[config.mk]
export PLATFORM = sky130hd
export DESIGN_NAME = cam_frame_tx
export DESIGN_NICKNAME = d
export VERILOG_FILES = /design/src/rtl/cam_frame_tx.sv
export SDC_FILE = /design/constraint.sdc
export NUM_CORES = 1
export LEC_CHECK = 0
export CAP_MARGIN = 5
export CORE_MARGIN = 3
export CORE_UTILIZATION = 39
export DETAILED_ROUTE_END_ITERATION = 6
export PLACE_DENSITY_LB_ADDON = 0.2
export SLEW_MARGIN = 20
export SYNTH_ARGS = -nofsm -noshare
export SYNTH_HDL_FRONTEND = slang
export SYNTH_SLANG_ARGS = --single-unit
[constraint.sdc]
create_clock -name pclk -period 7.7 [get_ports pclk]
set_input_delay 0.77 -clock pclk [delete_from_list [all_inputs] [get_ports pclk]]
set_output_delay 0.77 -clock pclk [all_outputs]
set_load 0.1 [all_outputs]
[src/rtl/cam_frame_tx.sv]
// cam_frame_tx: replays an RGB332 frame buffer as an RGB565 camera parallel bus (vsync/href/px_data)
module cam_frame_tx #(
    parameter int AW       = 15,
    parameter int H_ACTIVE = 160,
    parameter int V_ACTIVE = 120,
    parameter int H_BLANK  = 16,
    parameter int VS_CYC   = 8,
    parameter int VBP_CYC  = 8
) (
    input  logic          pclk,
    input  logic          rst,
    input  logic          en,
    input  logic [7:0]    mem_rd_data,
    output logic [AW-1:0] mem_rd_addr,
    output logic          mem_rd_en,
    output logic          vsync,
    output logic          href,
    output logic [7:0]    px_data,
    output logic          frame_done
);
    localparam int A_LEN = 2 * H_ACTIVE;
    localparam int M1    = A_LEN > H_BLANK ? A_LEN : H_BLANK;
    localparam int M2    = VS_CYC > VBP_CYC ? VS_CYC : VBP_CYC;
    localparam int CMAX  = M1 > M2 ? M1 : M2;
    localparam int CW    = $clog2(CMAX);
    localparam int LW    = $clog2(V_ACTIVE + 1);
    localparam logic [CW-1:0] VS_END  = CW'(VS_CYC - 1);
    localparam logic [CW-1:0] VBP_END = CW'(VBP_CYC - 1);
    localparam logic [CW-1:0] VBP_RD  = CW'(VBP_CYC - 2);
    localparam logic [CW-1:0] ACT_END = CW'(A_LEN - 1);
    localparam logic [CW-1:0] ACT_RD  = CW'(A_LEN - 2);
    localparam logic [CW-1:0] HB_END  = CW'(H_BLANK - 1);
    localparam logic [CW-1:0] HB_RD   = CW'(H_BLANK - 2);
    localparam logic [LW-1:0] LINE_END = LW'(V_ACTIVE - 1);

    typedef enum logic [2:0] {S_IDLE, S_VSYNC, S_VBP, S_ACTIVE, S_HBLANK} state_t;

    state_t        st_q, st_d;
    logic [CW-1:0] cnt_q, cnt_d;
    logic [LW-1:0] line_q, line_d;
    logic [AW-1:0] addr_q, addr_d;
    logic          rd_en_q, rd_en_d;
    logic          vsync_q, vsync_d;
    logic          href_q, href_d;
    logic          done_q, done_d;
    logic [7:0]    px_q, px_d;
    logic          rvld_q;
    logic [7:0]    b1_q;
    logic [7:0]    x0, x1;

    assign mem_rd_addr = addr_q;
    assign mem_rd_en   = rd_en_q;
    assign vsync       = vsync_q;
    assign href        = href_q;
    assign px_data     = px_q;
    assign frame_done  = done_q;

    // RGB332 -> RGB565 byte pair, bit-replicated so re-capture is lossless
    assign x0 = {mem_rd_data[7:5], mem_rd_data[7:6], mem_rd_data[4:2]};
    assign x1 = {mem_rd_data[4:2], mem_rd_data[1:0], mem_rd_data[1:0], mem_rd_data[1]};

    // next state and next registered outputs; reads run two cycles ahead of byte0
    always_comb begin
        st_d   = st_q;
        cnt_d  = cnt_q + 1'b1;
        line_d = line_q;
        case (st_q)
            S_IDLE: begin
                cnt_d = '0;
                st_d  = en ? S_VSYNC : S_IDLE;
            end
            S_VSYNC: if (cnt_q == VS_END) begin
                st_d  = S_VBP;
                cnt_d = '0;
            end
            S_VBP: if (cnt_q == VBP_END) begin
                st_d   = S_ACTIVE;
                cnt_d  = '0;
                line_d = '0;
            end
            S_ACTIVE: if (cnt_q == ACT_END) begin
                st_d  = S_HBLANK;
                cnt_d = '0;
            end
            S_HBLANK: if (cnt_q == HB_END) begin
                cnt_d = '0;
                if (line_q == LINE_END) begin
                    st_d = en ? S_VSYNC : S_IDLE;
                end else begin
                    st_d   = S_ACTIVE;
                    line_d = line_q + 1'b1;
                end
            end
            default: begin
                st_d  = S_IDLE;
                cnt_d = '0;
            end
        endcase
        rd_en_d = (st_d == S_VBP && cnt_d == VBP_RD)
               || (st_d == S_ACTIVE && !cnt_d[0] && cnt_d < ACT_RD)
               || (st_d == S_HBLANK && cnt_d == HB_RD && line_d != LINE_END);
        vsync_d = st_d == S_VSYNC;
        href_d  = st_d == S_ACTIVE;
        done_d  = st_d == S_HBLANK && cnt_d == '0 && line_d == LINE_END;
        addr_d  = (st_d == S_IDLE || st_d == S_VSYNC) ? '0 : rd_en_q ? addr_q + 1'b1 : addr_q;
        px_d    = !href_d ? 8'h00 : rvld_q ? x0 : b1_q;
    end

    // state, counters and all bus outputs registered together so they stay aligned
    always_ff @(posedge pclk) begin
        if (rst) begin
            st_q    <= S_IDLE;
            cnt_q   <= '0;
            line_q  <= '0;
            addr_q  <= '0;
            rd_en_q <= 1'b0;
            vsync_q <= 1'b0;
            href_q  <= 1'b0;
            done_q  <= 1'b0;
            px_q    <= 8'h00;
            rvld_q  <= 1'b0;
            b1_q    <= 8'h00;
        end else begin
            st_q    <= st_d;
            cnt_q   <= cnt_d;
            line_q  <= line_d;
            addr_q  <= addr_d;
            rd_en_q <= rd_en_d;
            vsync_q <= vsync_d;
            href_q  <= href_d;
            done_q  <= done_d;
            px_q    <= px_d;
            rvld_q  <= rd_en_q;
            if (rvld_q) b1_q <= x1;
        end
    end
endmodule

Word level (Yosys, flattened, before mapping) --
Cells that the tools add are included.
Storage, ports and cells: output and inout port bits 27, input bits 11, register bits after elaboration 55
Operators by class: bitwise gates (word level) 1, $add $sub $neg 3, multiplexer cells 16, equal/unequal tests 16, reductions and logical operators 17, $lt $le $gt $ge 1
Operators by type and width (number):
- $mux W9 | 3
- $pmux W9 S3 | 1
- $mux W7 | 3
- $eq A9 B3 Y1 const B | 2
- $eq A9 B4 Y1 const B | 2
- $add A15 B1 Y15 const B | 1
- $pmux W3 S5 | 1
- $eq A7 B7 Y1 const B | 2
- $pmux W7 S2 | 1
- $eq A3 B2 Y1 const B | 4
- $mux W3 | 4
- $add A9 B1 Y9 const B | 1
- $eq A9 B9 Y1 const B | 1
- $logic_not A9 Y1 | 1
- $lt A9 B9 Y1 const B | 1
- $mux W8 | 1
- $add A7 B1 Y7 const B | 1
- $logic_and A1 B1 Y1 | 7
- $ne A7 B7 Y1 const B | 1
- $eq A3 B1 Y1 const B | 2
- $eq A3 B3 Y1 const B | 2
- $logic_not A3 Y1 | 2
- $reduce_or A2 Y1 | 3
- $logic_or A1 B1 Y1 | 3
- other kinds (4) | 4

Depth between registers and ports, before layout --
depth after elaboration 9, mapped depth 9, depth with buffers taken out 8

Worst setup path after synthesis --
No wires, ideal clock.
path kind reg2reg, start point register cnt_q[1], end point register rd_en_q, in the netlist mem_rd_en, setup slack 5.254 ns, period minus slack after synthesis 2.446 ns, buffers on the path 1, library setup time 0.070 ns, arrival 2.376 ns, stages on the path, launching flop included 10, data required time 7.630 ns, path through dfxtp_1 > ha_1 > buf_1 > nand3_1 > nor3_1 > a31oi_1 > or3_1 > or4b_1 > a22oi_1 > o2bb2ai_1
Between the ends: word-level cells in the longest chain between the ends 8
Ends and longest elaborated chain:
- start: declaration | line 39 | logic [CW-1:0] cnt_q, cnt_d;
- start signal: assignment | line 125 | cnt_q <= cnt_d;
- parallel branches: the longest is 7 deep, another holds $add A9 B1 Y9
- $logic_or A1 B1 Y1 (*) | line 101 | || (st_d == S_HBLANK && cnt_d == HB_RD && line_d != LINE_END);
- end signal: assignment | line 128 | rd_en_q <= rd_en_d;
- end: declaration | line 42 | logic rd_en_q, rd_en_d;
Every way passes the cells marked *. A chain may end at the register's enable or synchronous reset.

Worst setup path after layout --
start point register cnt_q[0], end point register addr_q[7], in the netlist mem_rd_addr[7]
Between the ends: word-level cells in the longest chain between the ends 6
Ends and longest elaborated chain:
- $eq A9 B4 Y1, or another cell as far along | line 85 | S_HBLANK: if (cnt_q == HB_END) begin
- $mux W3, on equally long branches
- $pmux W3 S5 (*) | line 67 | case (st_q)
- $eq A3 B1 Y1 or $logic_not A3 Y1 (tied branches) | line 105 | addr_d = (st_d == S_IDLE || st_d == S_VSYNC) ? '0 : rd_en_q ? addr_q + 1'b1 : addr_q;
- $logic_or A1 B1 Y1 (*) | line 105
- $reduce_or A2 Y1 (no source line) (*)
- end signal: assignment | line 127 | addr_q <= addr_d;
- end: declaration | line 41 | logic [AW-1:0] addr_q, addr_d;
Every way passes the cells marked *; elsewhere a longest branch is shown, timed or not.

==> results.yml <==
run_status:
  run_status: "finished, final reports clean"
die:
  ios: 38
  core_sq_um: 6060
  die_h_um: 86.2
  dieWidth_um: 86.2
  fp-row-count: 28
  fp.dieArea_sq_um: 7430
  start_util_pct: 41.4
route:
  wl_per_cell_um: 13.2
  first_iter_violations: 144
  vias: 2175
  wl_um: 5370
  dr.pass1.iters: 4
  drc: 0
  ant_nets: 0
  via_per_inst: 5.36
placed_design:
  gp_congestion: 0.832
  dp_slack_ns: 4.61
  placed_area_sq_um: 2900
  dp_hpwl_um: 3790
  dp_cells: 398
  port_buffers: 37
power_and_ir_drop:
  internal-power_uw: 385
  power.share.combinational_pct: 4.0
  seq_power_share_pct: 55.6
  power.switching_uw: 105
  leakagePower_nw: 0.996
  clock_power_share_pct: 40.5
  p_sw_share_pct: 21.4
  p_per_area_nw_per_um2: 162
  peakVddDrop_mv: 0.0970
final_layout:
  layout.cells.non_filler: 406
  layout_commonest_cell: "dfxtp_1"
  fin_util_pct: 49.8
  layout-area-overhead-vs-synth_pct: 20.4
  drive_above_1_share_pct: 4.53
  seq_area_sq_um: 1040
  fin_area_sq_um: 3020
  finalNetCount: 344
  multi_input_area_sq_um: 1380
  fillers: 585
  final_cell_mix: "52 x dfxtp_1, 45 x nor2_1, 37 x clkdlybuf4s50_1"
  antenna_cells: 0
worst_setup_path:
  worstSetupEndpointType: "register"
  timing.rr.start: "cnt_q[0]$_SDFF_PP0_"
  arrival_ns: 3.22
  setup.worst_path.end: "mem_rd_addr[7]$_SDFFE_PP0P_"
  reg2reg_to: "mem_rd_addr[7]$_SDFFE_PP0P_"
  startpoint_type: "register"
  startpoint: "cnt_q[0]$_SDFF_PP0_"
  crit_required_ns: 7.86
  cp_max_fo: 15
  reg2reg_slack_ns: 4.63
  crit_type: "register to register"
  reg2reg_depth: 8
cts:
  cts_setup_buffers: 0
  cts_root_buffer: "clkbuf_8"
  cts_buffers: 5
  cts_resized: 0
  cts_max_level: 2
  clkTransAtPathRegs_ns: 0.09
  numClockSinks: 52
  cts_buffer_depth: 2
  cts_tree: "yes"
  clock_latency_ns: 0.31
  cts_hold_buf: 0
sta:
  final.setup.tns_ns: 0
  slew-limit-headroom_pct: 34.5
  hold_viol_final: 0
  timing.final.crit_share_pct: 39.8
  period_minus_slack_ns: 3.07
  finalWorstSetupSlack_ns: 4.63
  slew_violations: 0
  skew_ns: 0.0120
  worstMarginPinSlew_ns: 0.979
  timing.fmax_mhz: 326
  rsz0062_at_grt: "false"
  setup_viol_count_final: 0
yosys:
  synthDistinctLibCells: 53
  async_flop_share_pct: 0
  ys_ff_latch: 52
  yosysTopAreaCellShare_pct: 41.5
  synth_nets: 317
  synth_flop_cell: "dfxtp_1"
  synth_top_cell_by_area: "dfxtp_1"
  ys_warn_count: 0
  ys_seq_area_share_pct: 41.5
  ys_top_cells_by_area: "dfxtp_1 42%, nor2_1 6.7%, xor2_1 4.9%"
  avgSynthCellArea_sq_um: 8.28
  synth_edf_count: 0
  synthesis.area_sq_um: 2510
  synthCells: 303
global_routing:
  grt_pass1_wl_um: 8960
  antenna_found_initial: 0
  gr-usage-all-layers_pct: 14.7
  grt_max_degree: 20
  grt_pass1_vias: 2002
  grt_overflow: 0
hold_path:
  hold_class: "register to register"
run:
  cap_viol_max_count: 0
-- worst min-delay path by stage --
stage | startpoint | endpoint | slack, ns | cells after the start
final | b1_q[5]$_SDFFE_PP0P_ | b1_q[5]$_SDFFE_PP0P_ | 0.49 | 2
after global routing | b1_q[6]$_SDFFE_PP0P_ | b1_q[6]$_SDFFE_PP0P_ | 0.51 | 2
after CTS | b1_q[7]$_SDFFE_PP0P_ | px_data[7]$_SDFF_PP0_ | 0.49 | 2
after detailed placement | b1_q[5]$_SDFFE_PP0P_ | b1_q[5]$_SDFFE_PP0P_ | 0.47 | 2
after global placement | b1_q[7]$_SDFFE_PP0P_ | px_data[7]$_SDFF_PP0_ | 0.47 | 2
after floorplan | b1_q[5]$_SDFFE_PP0P_ | px_data[5]$_SDFF_PP0_ | 0.45 | 2
-- cell type report --
class                      count  share of cell area (%)
clock inverter                 2                    1.28
tap                           75                    3.11
multi-input combinational    231                    45.8
sequential                    52                    34.5
inverter                       3                   0.373
clock buffer                   6                    2.74
timing repair buffer          37                    12.3
-- per-stage QoR --
stage	hold WS [ns]	total power [mW]
5_1_grt	0.512	0.508
3_3_place_gp	0.466	0.298
2_1_floorplan	0.455	0.290
6_report	0.486	0.490
3_5_place_dp	0.470	0.298
4_1_cts	0.485	0.495
-- per-layer routing --
layer | global-route usage, % | vias to the layer above | wire, um
met5 | 0 | - | 0
met4 | 3.82 | 0 | 29
met3 | 4.37 | 2 | 180
met2 | 23.3 | 37 | 2470
met1 | 19.8 | 1019 | 2690
li1 | - | 1117 | -
-- power by group through the flow --
stage          clock (mW)  combinational (mW)  sequential [mW]
2_1_floorplan           0             0.00954            0.280
3_3_place_gp            0              0.0194            0.278
3_5_place_dp            0              0.0194            0.278
4_1_cts             0.204              0.0195            0.272
5_1_grt             0.215              0.0211            0.272
6_report            0.198              0.0194            0.272
-- kinds of logic (layout without fill, tap and decap cells) --
family,after synthesis,in the layout,synth area share (%)
simple gates,148,148,30.1
compound gates,53,53,13.9
flops,52,52,41.5
xor+xnor,25,25,8.73
buf+inv,20,48,3.39
fa+ha+maj,3,3,1.50
mux,2,2,0.798
-- Yosys cell counts (4+ instances only) --
cell type / count
dfxtp_1: 52
nor2_1: 45
nand2_1: 32
a21oi_1: 19
nand3_1: 15
xor2_1: 14
clkbuf_1: 13
xnor2_1: 11
nand2b_1: 7
nand4_1: 6
nor2b_1: 6
o21ai_0: 6
and3_1: 5
nor3_1: 5
a22oi_1: 4
and2_1: 4
and4_1: 4
nor3b_1: 4
-- worst max-delay path, cell delays in order, from the launching register on --
cell	delay, ns
dfxtp_1	0.49
ha_1	0.50
nand2b_1	0.19
nor3b_1	0.44
a31o_2	0.22
o22a_1	0.14
nor2_1	0.07
nor2_1	0.76
nor2_1	0.13
-- state kept, by name, indices dropped and copies added, names as in the netlist --
register	cells
frame_done	1
href	1
vsync	1
cnt_q	9
line_q	7
st_q	3
b1_q	5
mem_rd_addr	15
mem_rd_en	1
rvld_q	1
px_data	8
(Power assumes the default switching activity.)
